**config.mk**
```make
export PLATFORM = sky130hd
export DESIGN_NAME = debounce_scan_ctrl_flat
export DESIGN_NICKNAME = d
export VERILOG_FILES = /design/src/rtl/debounce_ev_if.sv /design/src/rtl/debounce_scan_ctrl.sv /design/src/flat_wrapper.sv
export SDC_FILE = /design/constraint.sdc
export NUM_CORES = 1
export LEC_CHECK = 0
export ABC_AREA = 1
export CORE_MARGIN = 1.5
export CORE_UTILIZATION = 61
export DETAILED_ROUTE_END_ITERATION = 12
export GPL_ROUTABILITY_DRIVEN = 0
export PLACE_DENSITY = 0.84
export SETUP_SLACK_MARGIN = 0.1
export SLEW_MARGIN = 20
export SYNTH_ARGS = -nofsm -noshare
export SYNTH_HDL_FRONTEND = slang
export SYNTH_SLANG_ARGS = --single-unit
```
**constraint.sdc**
```tcl
create_clock -name Clk1ms -period 4.9 [get_ports Clk1ms]
set_input_delay 0.735 -clock Clk1ms [delete_from_list [all_inputs] [get_ports Clk1ms]]
set_output_delay 0.735 -clock Clk1ms [all_outputs]
set_load 0.1 [all_outputs]
```
**src/rtl/debounce_ev_if.sv**
```systemverilog
// Purpose : carries one debounced press/release event from the scanner to its consumer.
// Latency : n/a (wires only).
// Backpressure: EvValid/EvReady handshake; the producer holds EvCh/EvRise while EvReady=0.
//
// Ports (modport master = producer, slave = consumer):
//   EvValid  event present
//   EvReady  consumer accepts the event this cycle
//   EvCh     channel index of the event
//   EvRise   1 = press (0->1), 0 = release (1->0)
interface debounce_ev_if #(
  parameter int IW = 2
);
  logic          EvValid;
  logic          EvReady;
  logic [IW-1:0] EvCh;
  logic          EvRise;

  modport master (
    output EvValid,
    output EvCh,
    output EvRise,
    input  EvReady
  );

  modport slave (
    input  EvValid,
    input  EvCh,
    input  EvRise,
    output EvReady
  );
endinterface

```
**src/rtl/debounce_scan_ctrl.sv**
```systemverilog
// Purpose : round-robin debouncer sharing one compare/count datapath across NCH switch inputs.
// Latency : 2-cycle synchronizer, then flip on the STABLE-th consecutive differing visit (<= 2 + STABLE*NCH cycles).
// Backpressure: a pending event parks the scanner in WAIT until EvReady; nothing is dropped.
//
// Ports:
//   Clk1ms   1 ms scan clock          RstN     async active-low reset
//   SwIn     raw switch levels        Enable   1 = scanning runs
//   SwOutDB  debounced levels         ScanIdx  channel visited next (debug)
//   ev       event handshake (debounce_ev_if.master)
module debounce_scan_ctrl #(
  parameter int NCH    = 4,
  parameter int STABLE = 4,
  parameter int CW     = 3,
  parameter int IW     = 2
) (
  input  logic            Clk1ms,
  input  logic            RstN,
  input  logic [NCH-1:0]  SwIn,
  input  logic            Enable,
  output logic [NCH-1:0]  SwOutDB,
  output logic [IW-1:0]   ScanIdx,
  debounce_ev_if.master   ev
);

  typedef enum logic {
    SCAN = 1'b0,
    WAIT = 1'b1
  } state_t;

  localparam logic [CW-1:0] CNT_MAX  = CW'(STABLE - 1);
  localparam logic [IW-1:0] LAST_IDX = IW'(NCH - 1);

  state_t          state_q, state_d;
  logic [NCH-1:0]  sync1_q;
  logic [NCH-1:0]  sync_q;
  logic [NCH-1:0]  db_q, db_d;
  logic [CW-1:0]   cnt_q [NCH];
  logic [CW-1:0]   cnt_d [NCH];
  logic [IW-1:0]   idx_q, idx_d;
  logic            ev_vld_q, ev_vld_d;
  logic [IW-1:0]   ev_ch_q, ev_ch_d;
  logic            ev_rise_q, ev_rise_d;

  logic            cur_sync;
  logic            cur_db;

  always_comb begin
    state_d   = state_q;
    db_d      = db_q;
    cnt_d     = cnt_q;
    idx_d     = idx_q;
    ev_vld_d  = ev_vld_q;
    ev_ch_d   = ev_ch_q;
    ev_rise_d = ev_rise_q;
    cur_sync  = sync_q[idx_q];
    cur_db    = db_q[idx_q];

    if (state_q == SCAN) begin
      if (Enable) begin
        if (cur_sync == cur_db) begin
          // Agreement on any visit restarts qualification.
          cnt_d[idx_q] = '0;
        end else if (cnt_q[idx_q] != CNT_MAX) begin
          cnt_d[idx_q] = cnt_q[idx_q] + CW'(1);
        end else begin
          db_d[idx_q] = cur_sync;
          cnt_d[idx_q] = '0;
          ev_vld_d    = 1'b1;
          ev_ch_d     = idx_q;
          ev_rise_d   = cur_sync;
          state_d     = WAIT;
        end
        // The index advances even on the flip cycle, so scanning resumes on the next channel.
        idx_d = (idx_q == LAST_IDX) ? '0 : idx_q + IW'(1);
      end
    end else begin
      // Whole scanner stalls while the event is outstanding; Enable has no effect here.
      if (ev.EvReady) begin
        ev_vld_d = 1'b0;
        state_d  = SCAN;
      end
    end
  end

  always_ff @(posedge Clk1ms or negedge RstN) begin
    if (!RstN) begin
      state_q   <= SCAN;
      sync1_q   <= '0;
      sync_q    <= '0;
      db_q      <= '0;
      cnt_q     <= '{default: '0};
      idx_q     <= '0;
      ev_vld_q  <= 1'b0;
      ev_ch_q   <= '0;
      ev_rise_q <= 1'b0;
    end else begin
      // Synchronizer runs every cycle regardless of scanner state.
      sync1_q   <= SwIn;
      sync_q    <= sync1_q;
      state_q   <= state_d;
      db_q      <= db_d;
      cnt_q     <= cnt_d;
      idx_q     <= idx_d;
      ev_vld_q  <= ev_vld_d;
      ev_ch_q   <= ev_ch_d;
      ev_rise_q <= ev_rise_d;
    end
  end

  assign SwOutDB    = db_q;
  assign ScanIdx    = idx_q;
  assign ev.EvValid = ev_vld_q;
  assign ev.EvCh    = ev_ch_q;
  assign ev.EvRise  = ev_rise_q;

endmodule

```
**src/flat_wrapper.sv**
```systemverilog
// flat-port wrapper written by rule: the top's interface ports become plain ports
module debounce_scan_ctrl_flat 
#(
  parameter int NCH    = 4,
  parameter int STABLE = 4,
  parameter int CW     = 3,
  parameter int IW     = 2
)
  (Clk1ms, RstN, SwIn, Enable, SwOutDB, ScanIdx, ev_EvValid, ev_EvCh, ev_EvRise, ev_EvReady);
  debounce_ev_if #(.IW(IW)) ev_i ();
  input  logic Clk1ms;
  input  logic RstN;
  input  logic [NCH-1:0] SwIn;
  input  logic Enable;
  output logic [NCH-1:0] SwOutDB;
  output logic [IW-1:0] ScanIdx;
  output wire logic [$bits(ev_i.EvValid)-1:0] ev_EvValid;
  output wire logic [$bits(ev_i.EvCh)-1:0] ev_EvCh;
  output wire logic [$bits(ev_i.EvRise)-1:0] ev_EvRise;
  input wire logic [$bits(ev_i.EvReady)-1:0] ev_EvReady;
  assign ev_EvValid = ev_i.EvValid;
  assign ev_EvCh = ev_i.EvCh;
  assign ev_EvRise = ev_i.EvRise;
  assign ev_i.EvReady = ev_EvReady;
  debounce_scan_ctrl #(.NCH(NCH), .STABLE(STABLE), .CW(CW), .IW(IW)) u_core (.Clk1ms(Clk1ms), .RstN(RstN), .SwIn(SwIn), .Enable(Enable), .SwOutDB(SwOutDB), .ScanIdx(ScanIdx), .ev(ev_i));
endmodule
```
==> flow_results.xml <==
<?xml version="1.0" encoding="UTF-8"?>
<metrics>
  <group name="timing">
    <metric name="max-slew-margin-rel" unit="%">35.21</metric>
    <metric name="timing.fmax" unit="GHz">0.3479</metric>
    <metric name="tns" unit="ps">0</metric>
    <metric name="finalWorstSetupSlack" unit="ps">2025</metric>
    <metric name="rsz0062_at_grt" unit="">no</metric>
    <metric name="hold_violations" unit="">0</metric>
    <metric name="slew_violations" unit="">0</metric>
    <metric name="setup-violations-final" unit="">0</metric>
    <metric name="fin_crit" unit="ps">2875</metric>
    <metric name="finalHoldWorstSlack" unit="ps">358.6</metric>
    <metric name="final_min_period_over_clock_period" unit="%">58.66</metric>
    <metric name="setup_skew_after_layout" unit="ps">9.652</metric>
    <metric name="worst-slew-pin-transition" unit="ps">968.9</metric>
  </group>
  <group name="setup_path">
    <metric name="worst_r2r_startpoint" unit="">u_core.ScanIdx[0]</metric>
    <metric name="end_kind" unit="">primary output</metric>
    <metric name="crit_required" unit="ps">4160</metric>
    <metric name="max_stage_delay" unit="ps">1210</metric>
    <metric name="cp_top_family" unit="">buffers and inverters</metric>
    <metric name="cp_num_buf_inv" unit="">1</metric>
    <metric name="worst-endpoint-arrival" unit="ps">2140</metric>
    <metric name="path_depth" unit="">1</metric>
    <metric name="critical_path.max_fanout" unit="">14</metric>
    <metric name="cp-endpoint" unit="">ScanIdx[0]</metric>
    <metric name="critPathLaunch" unit="">u_core.ScanIdx[0]</metric>
    <metric name="crit-reg2reg-capture" unit="">u_core.cnt_q[3]</metric>
    <metric name="critical_path.cell_chain" unit="">clkdlybuf4s50_1</metric>
    <metric name="worstRegToRegCells" unit="">12</metric>
    <metric name="regToRegSetupSlack" unit="ps">2050</metric>
    <metric name="start_kind" unit="">register</metric>
    <metric name="worst_path_max_delay_cell" unit="">sky130_fd_sc_hd__clkdlybuf4s50_1</metric>
    <metric name="timing_worst_setup_path_type" unit="">register to primary output</metric>
  </group>
  <group name="synthesis">
    <metric name="synth_edf_count" unit="">0</metric>
    <metric name="synth_area" unit="µm²">1884</metric>
    <metric name="synth_flop_cell" unit="">sky130_fd_sc_hd__dfrtp_1</metric>
    <metric name="post_synth_num_cell_types" unit="">20</metric>
    <metric name="synth.top_cells.by_count" unit="">sky130_fd_sc_hd__nand2_1 (122), sky130_fd_sc_hd__dfrtp_1 (31), sky130_fd_sc_hd__nand3_1 (30)</metric>
    <metric name="synth_largest_area_cell" unit="">sky130_fd_sc_hd__dfrtp_1</metric>
    <metric name="synth.most_common_cell" unit="">sky130_fd_sc_hd__nand2_1</metric>
    <metric name="synthCells" unit="">264</metric>
    <metric name="synth_compound_gate_area_share" unit="%">7.503</metric>
    <metric name="synth_adder_area_share" unit="%">4.648</metric>
    <metric name="syn_area_per_cell" unit="µm²">7.138</metric>
    <metric name="synth_simple_gate_area_share" unit="%">38.78</metric>
    <metric name="synth_top_cell_area_share" unit="%">41.17</metric>
    <metric name="post_synth_xor_area_fraction" unit="%">0</metric>
    <metric name="largest_family_of_logic_cells_by_synthesized_area" unit="">simple AND/OR/NAND/NOR gates</metric>
    <metric name="synth_mux_area_share" unit="%">0</metric>
    <metric name="synth.ff_latch_count" unit="">31</metric>
    <metric name="synth.yosys.seq_area_share" unit="%">41.17</metric>
    <metric name="mappedNetlistNets" unit="">279</metric>
    <metric name="async_reset_ff_share" unit="%">100.0</metric>
    <metric name="yosysWarningCount" unit="">0</metric>
    <metric name="synthTopCellsByArea" unit="">sky130_fd_sc_hd__dfrtp_1 (41%), sky130_fd_sc_hd__nand2_1 (24%), sky130_fd_sc_hd__nand3_1 (8.0%)</metric>
  </group>
  <group name="grt">
    <metric name="globalRouteTotalUtil" unit="%">26.42</metric>
    <metric name="first_pass_grt_wire_length" unit="mm">6.906</metric>
    <metric name="global_route.overflow_total" unit="">0</metric>
    <metric name="grt_pass1_vias" unit="">1543</metric>
    <metric name="busiest_layer" unit="">met2</metric>
    <metric name="number_of_antenna_violations_at_the_first_check_in_global_routing" unit="">0</metric>
    <metric name="globalRouteMet3Util" unit="%">5.055</metric>
    <metric name="globalRouteMet1Util" unit="%">35.81</metric>
    <metric name="met2_usage" unit="%">41.41</metric>
    <metric name="maximum_number_of_pins_on_one_net_before_global_route_repair" unit="">32</metric>
  </group>
  <group name="hold_path">
    <metric name="min_path_type" unit="">register to register</metric>
  </group>
  <group name="clock_tree">
    <metric name="ctsHoldBuffers" unit="">0</metric>
    <metric name="cts_max_path_buffers" unit="">2</metric>
    <metric name="cts_max_level" unit="">2</metric>
    <metric name="clock_buffer_count_from_cts" unit="">5</metric>
    <metric name="tritoncts" unit="">yes</metric>
    <metric name="cts_root_buffer" unit="">sky130_fd_sc_hd__clkbuf_4</metric>
    <metric name="post-cts-setup-buffers" unit="">0</metric>
    <metric name="cts_repair_resize_count" unit="">0</metric>
    <metric name="worstSkewPairLatency" unit="ps">350</metric>
    <metric name="clk_pin_slew" unit="ps">100</metric>
    <metric name="clk_sinks" unit="">31</metric>
  </group>
  <group name="floorplanning">
    <metric name="fp.dieH" unit="µm">58.58</metric>
    <metric name="placement_rows" unit="">19</metric>
    <metric name="top_level_ports" unit="">18</metric>
    <metric name="design.die.area" unit="µm²">3432</metric>
    <metric name="die_width" unit="µm">58.58</metric>
    <metric name="coreArea" unit="µm²">2853</metric>
    <metric name="initial_core_util" unit="%">66.05</metric>
  </group>
  <group name="placement">
    <metric name="placedInstanceArea" unit="µm²">2027</metric>
    <metric name="hpwlAfterDp" unit="mm">2.761</metric>
    <metric name="io_buffers" unit="">17</metric>
    <metric name="dp_worst_setup_slack" unit="ps">2116</metric>
  </group>
  <group name="finish">
    <metric name="area_of_combinational_cells_with_multiple_inputs" unit="µm²">959.7</metric>
    <metric name="nets" unit="">294</metric>
    <metric name="post_route_cells_drive_above_1_share" unit="%">8.214</metric>
    <metric name="area.sequential" unit="µm²">775.7</metric>
    <metric name="nFillCells" unit="">238</metric>
    <metric name="area_delta_synth_final" unit="%">10.82</metric>
    <metric name="n_antenna_cell" unit="">0</metric>
    <metric name="postLayoutCellArea" unit="µm²">2088</metric>
  </group>
  <group name="drt">
    <metric name="detail_route.wl_per_cell" unit="µm">12.62</metric>
    <metric name="wirelength" unit="mm">3.925</metric>
    <metric name="drt_pass1_iterations" unit="">5</metric>
    <metric name="route.vias.total" unit="">1719</metric>
    <metric name="detail_route.vias_per_cell" unit="">5.527</metric>
    <metric name="count_of_unresolved_drc_violations_after_routing" unit="">0</metric>
    <metric name="drt_first_iter_violations" unit="">101</metric>
    <metric name="final_antenna_net_count" unit="">0</metric>
  </group>
  <group name="job">
    <metric name="cap_violations" unit="">0</metric>
  </group>
  <group name="outcome">
    <metric name="status" unit="">finished clean</metric>
  </group>
</metrics>
flip-flops by register name, summed over array words and instances, names as in the netlist:
register,cells
u_core.ScanIdx,2
u_core.sync_q,4
u_core.cnt_q,12
u_core.SwOutDB,4
u_core.sync1_q,4
u_core.ev.EvRise,1
u_core.ev.EvCh,2
u_core.state_q,1
u_core.ev.EvValid,1
through the flow:
stage                     std cells  util (%)
after floorplan                 264         -
after global placement          303     71.05
after detailed placement        303     71.05
after CTS                       311     73.20
after global routing            311     73.20
final                           311     73.20
kinds of logic (layout without fill, tap and decap cells):
logic type | after synthesis | count (layout)
simple gates | 173 | 173
flops | 31 | 31
fa+ha+maj | 7 | 7
buf+inv | 30 | 46
compound gates | 23 | 23
how the worst min path moves through the flow:
stage,from,end,cells after the start
final,u_core.sync1_q[0],u_core.sync_q[0],0
after global routing,u_core.sync1_q[0],u_core.sync_q[0],0
after CTS,u_core.sync1_q[2],u_core.sync_q[2],0
after detailed placement,u_core.sync1_q[0],u_core.sync_q[0],0
after global placement,u_core.sync1_q[3],u_core.sync_q[3],0
after floorplan,u_core.sync1_q[0],u_core.sync_q[0],0
layer usage:
metal / part of all wire (%) / wire, µm / vias to the layer above
met3: 5.7 / 224 / 10
met4: 1.8 / 71 / 0
met5: 0 / 0 / -
met2: 45 / 1753 / 64
li1: - / - / 870
met1: 48 / 1875 / 775
cell usage in the layout, fill, tap and decap left out, drive strengths merged:
cell type / synthesis / layout
a21oi: 1 / 1
dfrtp: 31 / 31
nand2: 130 / 130
nand4: 5 / 5
nand3: 31 / 31
o21ai: 18 / 18
clkdlybuf4s50: 0 / 17
a32o: 1 / 1
buf: 9 / 1
clkbuf: 1 / 5
clkinvlp: 0 / 2
o22ai: 1 / 1
inv: 20 / 21
o31ai: 2 / 2
nor2: 7 / 7
ha: 7 / 7
final cells by class:
class	instances	share of cell area, %
clock inverter	3	1.138
tap	31	1.857
clock buffer	5	1.797
sequential	31	37.15
inverter	20	3.595
timing repair buffer	18	8.508
multi-input combinational	203	45.96
Power is not shown: default switching activity piles up to over one toggle a cycle in this logic, so the estimate is an artifact.
